## config.mk

```make
export PLATFORM = sky130hd
export DESIGN_NAME = add18_burst_arbiter
export DESIGN_NICKNAME = d
export VERILOG_FILES = /design/src/rtl/add18_pkg.sv /design/src/rtl/skip_add18_cin.sv /design/src/rtl/add18_burst_arbiter.sv
export SDC_FILE = /design/constraint.sdc
export NUM_CORES = 1
export LEC_CHECK = 0
export ABC_AREA = 0
export BUFFER_PORTS_ARGS = -buffer_cell sky130_fd_sc_hd__buf_2
export CORE_MARGIN = 2
export CORE_UTILIZATION = 25
export CTS_CLUSTER_DIAMETER = 80
export DETAILED_ROUTE_END_ITERATION = 6
export PLACE_DENSITY_LB_ADDON = 0.2
export SLEW_MARGIN = 20
export SYNTH_ARGS = -nofsm -noshare
export SYNTH_HDL_FRONTEND = slang
export SYNTH_SLANG_ARGS = --single-unit
```

## constraint.sdc

```tcl
create_clock -name clk -period 17.2 [get_ports clk]
set_input_delay 4.3 -clock clk [delete_from_list [all_inputs] [get_ports clk]]
set_output_delay 4.3 -clock clk [all_outputs]
set_load 0.1 [all_outputs]
```

## src/rtl/add18_pkg.sv

```systemverilog
// Shared definitions for the 18-bit burst adder arbiter.
//   WORD_W   : operand word width handled by the adder core
//   BLK_W    : carry-skip block size inside the adder core
//   ID_MAX_W : widest requester id the result record can carry (up to 8 requesters)
//   state_t  : arbiter FSM states
//   result_t : one result word as held in the output stage
package add18_pkg;

    localparam int WORD_W   = 18;
    localparam int BLK_W    = 3;
    localparam int NBLK     = WORD_W / BLK_W;
    localparam int ID_MAX_W = 3;

    typedef enum logic {
        S_IDLE  = 1'b0,
        S_BURST = 1'b1
    } state_t;

    typedef struct packed {
        logic [WORD_W-1:0]   sum;
        logic                cout;
        logic [ID_MAX_W-1:0] id;
        logic                last;
    } result_t;

endpackage

```

## src/rtl/skip_add18_cin.sv

```systemverilog
// Combinational 18-bit fixed-block carry-skip adder with explicit carry-in.
// Six 3-bit ripple blocks; a block whose bits all propagate forwards its
// carry-in directly to the next block instead of waiting on its ripple chain.
// Ports:
//   a, b   : 18-bit operands
//   cin    : carry into bit 0
//   result : {carry out, 18-bit sum}
module skip_add18_cin
    import add18_pkg::*;
(
    input  logic [WORD_W-1:0] a,
    input  logic [WORD_W-1:0] b,
    input  logic              cin,
    output logic [WORD_W:0]   result
);

    genvar gi;
    generate
        for (gi = 0; gi < NBLK; gi++) begin : g_blk
            logic             blk_cin;
            logic             blk_cout;
            logic             blk_prop;
            logic [BLK_W:0]   ripple;

            if (gi == 0) begin : g_first
                assign blk_cin = cin;
            end else begin : g_chain
                assign blk_cin = g_blk[gi-1].blk_cout;
            end

            assign ripple = {1'b0, a[gi*BLK_W +: BLK_W]}
                          + {1'b0, b[gi*BLK_W +: BLK_W]}
                          + {{BLK_W{1'b0}}, blk_cin};

            // All bits propagate: the carry out equals the carry in, so skip.
            assign blk_prop = &(a[gi*BLK_W +: BLK_W] ^ b[gi*BLK_W +: BLK_W]);
            assign blk_cout = blk_prop ? blk_cin : ripple[BLK_W];

            assign result[gi*BLK_W +: BLK_W] = ripple[BLK_W-1:0];
        end
    endgenerate

    assign result[WORD_W] = g_blk[NBLK-1].blk_cout;

endmodule

```

## src/rtl/add18_burst_arbiter.sv

```systemverilog
// Round-robin arbiter sharing one 18-bit adder among NREQ requesters.
// A grant is locked for a whole burst and the carry is chained between the
// words of that burst, so an N-word burst is one (N*18)-bit addition.
// Ports:
//   clk, rst_n            : clock, asynchronous active-low reset
//   req_valid/req_ready   : per-requester word handshake
//   req_a, req_b          : per-requester operands, requester i at [i*W +: W]
//   req_last              : word is the final word of its burst
//   res_valid/res_ready   : registered result handshake
//   res_sum, res_cout     : sum word and its carry out
//   res_id, res_last      : owning requester, last word of burst
//   busy                  : a multi-word burst is in progress
module add18_burst_arbiter
    import add18_pkg::*;
#(
    parameter int NREQ = 4,
    parameter int W    = WORD_W,
    parameter int ID_W = (NREQ > 1) ? $clog2(NREQ) : 1
) (
    input  logic              clk,
    input  logic              rst_n,
    input  logic [NREQ-1:0]   req_valid,
    output logic [NREQ-1:0]   req_ready,
    input  logic [NREQ*W-1:0] req_a,
    input  logic [NREQ*W-1:0] req_b,
    input  logic [NREQ-1:0]   req_last,
    output logic              res_valid,
    input  logic              res_ready,
    output logic [W-1:0]      res_sum,
    output logic              res_cout,
    output logic [ID_W-1:0]   res_id,
    output logic              res_last,
    output logic              busy
);

    localparam logic [ID_W-1:0] LAST_ID = ID_W'(NREQ - 1);

    state_t          state_reg;
    logic [ID_W-1:0] rr_ptr_reg;
    logic [ID_W-1:0] gnt_reg;
    logic            carry_reg;
    logic            res_valid_reg;
    result_t         res_reg;

    logic            slot_free;
    logic            pick_found;
    logic [ID_W-1:0] pick_idx;
    logic [NREQ-1:0] ready_vec;
    logic [ID_W-1:0] sel;
    logic            sel_cin;
    logic [W-1:0]    sel_a;
    logic [W-1:0]    sel_b;
    logic            sel_last;
    logic            accept;
    logic [W:0]      add_result;
    result_t         res_next;

    function automatic logic [ID_W-1:0] next_id(input logic [ID_W-1:0] id);
        return (id == LAST_ID) ? '0 : id + ID_W'(1);
    endfunction

    // Round-robin pick: first valid requester at or after ptr, wrapping.
    // Returns {found, index}.
    function automatic logic [ID_W:0] pick(input logic [NREQ-1:0] v,
                                           input logic [ID_W-1:0] ptr);
        logic            found;
        logic [ID_W-1:0] idx;
        logic [ID_W-1:0] win;
        found = 1'b0;
        win   = '0;
        idx   = ptr;
        for (int k = 0; k < NREQ; k++) begin
            if (!found && v[idx]) begin
                found = 1'b1;
                win   = idx;
            end
            idx = next_id(idx);
        end
        return {found, win};
    endfunction

    always_comb begin
        slot_free              = !res_valid_reg || res_ready;
        {pick_found, pick_idx} = pick(req_valid, rr_ptr_reg);
        ready_vec              = '0;
        sel                    = gnt_reg;
        sel_cin                = carry_reg;
        if (state_reg == S_IDLE) begin
            // A fresh burst always starts with carry-in 0.
            sel     = pick_idx;
            sel_cin = 1'b0;
            if (pick_found && slot_free) begin
                ready_vec[pick_idx] = 1'b1;
            end
        end else begin
            // Locked: only the granted requester can be served, even if it stalls.
            if (req_valid[gnt_reg] && slot_free) begin
                ready_vec[gnt_reg] = 1'b1;
            end
        end
        accept   = |(ready_vec & req_valid);
        sel_a    = req_a[int'(sel)*W +: W];
        sel_b    = req_b[int'(sel)*W +: W];
        sel_last = req_last[sel];
    end

    skip_add18_cin u_adder (
        .a      (sel_a),
        .b      (sel_b),
        .cin    (sel_cin),
        .result (add_result)
    );

    always_comb begin
        res_next      = '0;
        res_next.sum  = add_result[W-1:0];
        res_next.cout = add_result[W];
        res_next.id   = ID_MAX_W'(sel);
        res_next.last = sel_last;
    end

    always_ff @(posedge clk or negedge rst_n) begin
        if (!rst_n) begin
            state_reg     <= S_IDLE;
            rr_ptr_reg    <= '0;
            gnt_reg       <= '0;
            carry_reg     <= 1'b0;
            res_valid_reg <= 1'b0;
            res_reg       <= '0;
        end else begin
            if (accept) begin
                res_valid_reg <= 1'b1;
                res_reg       <= res_next;
                carry_reg     <= sel_last ? 1'b0 : add_result[W];
                if (sel_last) begin
                    state_reg  <= S_IDLE;
                    rr_ptr_reg <= next_id(sel);
                end else if (state_reg == S_IDLE) begin
                    state_reg <= S_BURST;
                    gnt_reg   <= sel;
                end
            end else if (res_ready) begin
                res_valid_reg <= 1'b0;
            end
        end
    end

    // Id bits above ID_W are always zero; fold them into a sink.
    logic unused_id_bits;
    assign unused_id_bits = ^res_reg.id;

    assign req_ready = ready_vec;
    assign res_valid = res_valid_reg;
    assign res_sum   = res_reg.sum;
    assign res_cout  = res_reg.cout;
    assign res_id    = res_reg.id[ID_W-1:0];
    assign res_last  = res_reg.last;
    assign busy      = (state_reg == S_BURST);

endmodule

```

==> PnR_summary.wiki, run 1 <==
{| class="wikitable"
! Metric !! Value
|-
| Ratio of cells with drive above 1 in the final layout || 0.378
|-
| Die H || 129 um
|-
| Final Hold Viols || 0
|-
| Share of synthesized registers carrying an async set or reset || 1.00
|-
| Clock Path Buffers || 2
|-
| Placement row count || 45
|-
| Syn Nets || 616
|-
| Outcome || complete, no violations
|-
| Vias || approximately 3,700
|-
| Count of mapped cells out of synthesis || 430
|-
| Number of distinct library cells after synthesis || 64
|-
| Area contributors post-synth || mux2i_1, dfrtp_1, fa_1
|-
| Number of cells in the design after placement || about 800
|-
| Clock transition time at the flip-flop clock pins of the worst setup and hold paths || 0.06 ns
|-
| Placed cell area || 4920 sq um
|-
| Number of global-route vias before repair || 3,669
|-
| Cell with the most instances on the worst path || fa_1
|-
| Horizontal extent of the die || 129 um
|-
| Count of port buffers added during placement || between 150 and 200
|-
| Nature of the critical path endpoint || flop
|-
| Count of final max-slew check failures || 0
|-
| Max stage delay cell, worst path || buf_4
|-
| Fraction of the cycle the final worst path needs || 0.752
|-
| Layout-stage area growth over the synthesis result || 30.3%
|-
| Worst slack at placement || 3.94 ns
|-
| Cell type with the highest aggregate area in the netlist || mux2i_1
|-
| Post-synth EDFFs || 0
|-
| Worst setup path class || in2reg
|-
| Final weighted congestion of routability-driven global placement || 0.827
|-
| Startpoint kind of the worst setup timing path || input port
|-
| Synth top area share || 0.228
|-
| Detailed Route WL || 12,300 um
|-
| Minimum clock period after layout || 12.94 ns
|-
| Worst path setup slack after routing || 4.26 ns
|-
| Largest clock skew in the final design || a little over 0.008 ns
|-
| Hpwl dp || 10,300 um
|-
| Fmax || 77.3 MHz
|-
| RSZ-0062 raised after global routing || no
|-
| Largest fanout on the critical path || 60
|-
| CTS root buf || clkbuf_16
|-
| Post-synthesis sequential area ratio || 0.186
|-
| Number of gates resized after CTS || 0
|-
| Number of buffers inserted during clock tree synthesis || 5
|-
| Ports placed on the boundary || ~180
|-
| Routed length per placed instance || 15.3 um
|-
| Wire length of the first global-routing pass || 18,800 um
|-
| Total setup violations reported at the end of the flow || 0
|-
| Depth of the worst hold-timing path || 1
|-
| Cells on worst reg2reg path || between 40 and 50
|-
| TritonCTS clock tree || done
|-
| Antenna diode count || 0
|-
| Sink Count || 29
|-
| Slew margin rel. || 0.415
|-
| Pin count of the biggest net entering global routing || 61
|-
| Flip-flop count of the largest register, all copies and words added || 18
|-
| Clock latency reported for the late side of the worst-skew pair || 0.28 ns
|-
| Die ar. || 16,600 sq um
|-
| Antenna violations before repair || 0
|-
| Effective utilization at floorplan || 0.256
|-
| Endpoint required time on the critical path || 17.37 ns
|-
| Synthesis warning total || 0
|-
| Pre-Repair DR Iteration Count || 4
|-
| Area of all placed cells without fillers || 5090 sq um
|-
| Count of antenna-violating nets left after detailed routing || 0
|-
| Core region area || 15,300 sq um
|-
| Post-route DRC || 0
|-
| Number of buffers added for setup after CTS || 0
|-
| Post-synth top flop || dfrtp_1
|-
| Pin slew with the least headroom to its limit || 0.877 ns
|-
| Max-Cap Viols || 0
|-
| Biggest cell delay along the critical path || 0.72 ns
|-
| Global Route Usage Sum || 0.145
|-
| Signal arrival time at the worst endpoint || 13.11 ns
|-
| Violation count after the first detailed-routing iteration || 139
|-
| Overflow left after global routing || 0
|-
| Drt via density || 4.62
|-
| Accumulated negative setup slack || 0 ns
|-
| Avg Cell Area, Syn || just over 9 sq um
|-
| Non-filler instance count after layout || 803
|-
| Register bit count reported by yosys || 29
|-
| Cts hold-fix bufs || 0
|-
| Post-Syn Area || 3910 sq um
|-
| Class of the most critical hold timing path || reg2reg
|-
| H-Tree Depth || 2
|-
| Nets || 777
|}
[cell type report]
type	count	area [sq um]
clock buffers	5	125
flip-flops and latches	29	726
inverters	37	139
fillers	1619	10200
repair buffers	186	941
well taps	211	264
clock inverters	3	46.3
multi-input cells	332	2850
[path summary, 6_finish.rpt]
path / startpoint / end / slack, ns
hold reg to reg: res_id[1] / res_id[1] / 0.48
setup reg to reg: rr_ptr_reg[0] / res_sum[17] / 7.10
max in group asynchronous: rst_n / res_sum[12] / 12.69
hold / removal: res_id[1] / res_id[1] / 0.48
setup / recovery: req_valid[3] / res_sum[17] / 4.26
min in group asynchronous: rst_n / res_id[0] / 4.06
[layout by cell type (no fill, tap or decap), drive strengths merged, types with 9 or more instances in the layout]
master,instances
mux2i,89
a21o,9
inv,37
nand3,9
mux2,11
buf,186
nor3,12
nand2b,10
fa,12
ha,19
o21ai,16
nand2,13
a211oi,15
a21oi,32
nor2b,16
dfrtp,29
[logic make-up (layout without fill, tap and decap cells)]
family | after synthesis | after routing | share of synthesized area
flip-flops | 29 | 29 | 0.186
buffers and inverters | 69 | 231 | 0.0900
multiplexers | 101 | 101 | 0.266
AND/OR/NAND/NOR | 85 | 85 | 0.126
adder cells (fa/ha/maj) | 31 | 31 | 0.122
XOR/XNOR | 7 | 7 | 0.0157
AO/OA/AOI/OAI | 108 | 108 | 0.194
[through the flow]
step,hold WS [ns],util
2_1_floorplan,0.456,-
3_3_place_gp,0.461,0.322
3_5_place_dp,0.470,0.322
4_1_cts,0.482,0.334
5_1_grt,0.508,0.334
6_report,0.476,0.334
[synth_stat cells (2+ instances only)]
cell type and count:
mux2i_1 89, inv_1 37, a21oi_1 32, dfrtp_1 29, ha_1 19, nor2b_1 16, a211oi_1 15, o21ai_0 15
fa_1 12, nand2_1 12, nor3_1 12, clkbuf_1 10, mux2_2 10, nand2b_1 10, a21o_1 9, nand3_1 9
buf_2 8, buf_6 8, nor2_1 7, xnor2_1 7, buf_4 6, o211ai_1 5, a21boi_0 3, and3_1 3
or2_2 3, a22oi_1 2, and2_1 2, nand4_1 2, o211a_1 2, o22ai_1 2
[worst max-delay path: cells and delay by family]
| family | cells | cell delay (ns) |
|---|---|---|
| and+or+nand+nor | 14 | 2.23 |
| adders and majority gates | 7 | 2.92 |
| xor gates and xnor gates | 1 | 0.13 |
| AOI/OAI and AO/OA | 14 | 1.78 |
| muxes | 1 | 0.25 |
| buffers and inverters | 5 | 1.43 |
[routing by layer]
metal	vias to the layer above	global-route usage	wire length, um
li1	1876	-	-
met1	1685	0.182	5310
met2	137	0.263	6200
met3	11	0.0183	579
met4	0	0.0384	183
met5	-	0	0
Power of run 1 is left out: the tool's default activity adds up to more than one toggle a clock period on the data nets, which glitch-free logic cannot reach.
==> run 2, diff against run 1 <==
==> constraint.sdc (replaced) <==
create_clock -name clk -period 11.6 [get_ports clk]
set_input_delay 2.9 -clock clk [delete_from_list [all_inputs] [get_ports clk]]
set_output_delay 2.9 -clock clk [all_outputs]
set_load 0.1 [all_outputs]
==> PnR_summary.wiki, run 2 (same netlist as run 1, synthesis figures left out) <==
{| class="wikitable"
! Metric !! Value
|-
| CTS root buf || clkbuf_16
|-
| Worst setup path class || in2reg
|-
| Violation count after the first detailed-routing iteration || 110
|-
| Pre-Repair DR Iteration Count || 4
|-
| Sink Count || 29
|-
| Wire length of the first global-routing pass || 18,900 um
|-
| Effective utilization at floorplan || 0.256
|-
| Clock latency reported for the late side of the worst-skew pair || 0.28 ns
|-
| Global Route Usage Sum || 0.145
|-
| Ports placed on the boundary || around 180
|-
| Class of the most critical hold timing path || reg2reg
|-
| Largest fanout on the critical path || 10
|-
| Final weighted congestion of routability-driven global placement || 0.895
|-
| Nature of the critical path endpoint || flop
|-
| Clock transition time at the flip-flop clock pins of the worst setup and hold paths || roughly 0.06 ns
|-
| Largest clock skew in the final design || 0.00568 ns
|-
| Pin slew with the least headroom to its limit || 0.884 ns
|-
| Accumulated negative setup slack || 0 ns
|-
| Detailed Route WL || ~12,000 um
|-
| Clock Path Buffers || 2
|-
| Fraction of the cycle the final worst path needs || 0.920
|-
| Number of gates resized after CTS || 0
|-
| Layout-stage area growth over the synthesis result || 30.2%
|-
| Core region area || between 15,000 and 20,000 sq um
|-
| Count of final max-slew check failures || 0
|-
| Cell with the most instances on the worst path || fa_1
|-
| Number of buffers added for setup after CTS || 0
|-
| Count of antenna-violating nets left after detailed routing || 0
|-
| Die H || 129 um
|-
| Number of global-route vias before repair || 3,858
|-
| Most common library cell in the layout ignoring fill and taps || buf_2
|-
| Antenna diode count || 0
|-
| Die ar. || 16,600 sq um
|-
| Final Hold Viols || 0
|-
| Nets || 778
|-
| Slew margin rel. || 0.410
|-
| Overflow left after global routing || 0
|-
| Minimum clock period after layout || 10.67 ns
|-
| Biggest cell delay along the critical path || roughly 0.5 ns
|-
| Vias || roughly 3,700
|-
| Cts hold-fix bufs || 0
|-
| Most frequent cells in the layout || buf_2, mux2i_1, inv_1
|-
| Drt via density || 4.64
|-
| Flip-flop count of the largest register, all copies and words added || 18
|-
| Number of buffers inserted during clock tree synthesis || 5
|-
| Post-route DRC || 0
|-
| Pin count of the biggest net entering global routing || 52
|-
| Startpoint kind of the worst setup timing path || input port
|-
| Horizontal extent of the die || ~130 um
|-
| Ratio of cells with drive above 1 in the final layout || 0.379
|-
| Placement row count || 45
|-
| Endpoint required time on the critical path || about 12 ns
|-
| H-Tree Depth || 2
|-
| Max-Cap Viols || 0
|-
| Fmax || 93.7 MHz
|-
| RSZ-0062 raised after global routing || no
|-
| Hpwl dp || 10,300 um
|-
| Outcome || complete, no violations
|-
| Count of port buffers added during placement || 182
|-
| Total setup violations reported at the end of the flow || 0
|-
| Signal arrival time at the worst endpoint || 10.84 ns
|-
| TritonCTS clock tree || done
|-
| Routed length per placed instance || between 15 and 20 um
|-
| Antenna violations before repair || 0
|-
| Max stage delay cell, worst path || or4b_4
|}
run 2: cell types whose count changed in the layout (fill, tap and decap cells not counted):
| cell | change |
|---|---|
| bufinv_16 | -1 |
| clkinvlp_4 | +2 |
| clkinv_4 | -1 |
| buf_12 | +1 |
run 2: path summary, 6_finish.rpt:
| kind | from | end | slack, ns | cells past startpoint |
|---|---|---|---|---|
| setup / recovery | req_valid[3] | res_sum[17] | 0.93 | 39 |
| hold / removal | res_id[1] | res_id[1] | 0.49 | 1 |
| setup reg to reg | rr_ptr_reg[0] | res_sum[17] | 2.40 | 39 |
| hold reg to reg | res_id[1] | res_id[1] | 0.49 | 1 |
| max in group asynchronous | rst_n | carry_reg | 8.48 | 1 |
| min in group asynchronous | rst_n | res_sum[11] | 2.67 | 1 |
run 2: critical path, delay by kind of cell:
family / cells / cell delay (ns)
buffers and inverters: 4 / 0.39
multiplexers: 2 / 0.53
adder cells (fa/ha/maj): 7 / 2.99
AND/OR/NAND/NOR: 14 / 2.49
AO/OA/AOI/OAI: 11 / 1.40
XOR/XNOR: 1 / 0.13
run 2: area by class of cell:
cell class                      count  area, sq um
Tap cell                          211          264
Sequential cell                    29          726
Fill cell                        1620        10200
Clock buffer                        5          125
Multi-Input combinational cell    332         2850
Clock inverter                      3         22.5
Inverter                           37          139
Timing Repair Buffer              187          961
run 2: routing by layer:
metal	routed length, um	up-vias	global-route usage
li1	-	1880	-
met1	5410	1715	0.184
met2	6180	127	0.267
met3	535	9	0.0150
met4	115	0	0.0307
met5	0	-	0
run 2: through the flow:
step / cells / util / instance area [sq um] / worst slack, ns / hold slack [ns]
2_1_floorplan: 430 / - / 3910 / 1.09 / 0.456
3_3_place_gp: 796 / 0.324 / 4940 / 0.838 / 0.466
3_5_place_dp: 796 / 0.324 / 4940 / 0.650 / 0.482
4_1_cts: 804 / 0.333 / 5090 / 0.926 / 0.493
5_1_grt: 804 / 0.333 / 5090 / 0.296 / 0.511
6_report: 804 / 0.333 / 5090 / 0.928 / 0.486
Power of run 2 is left out for the same reason.
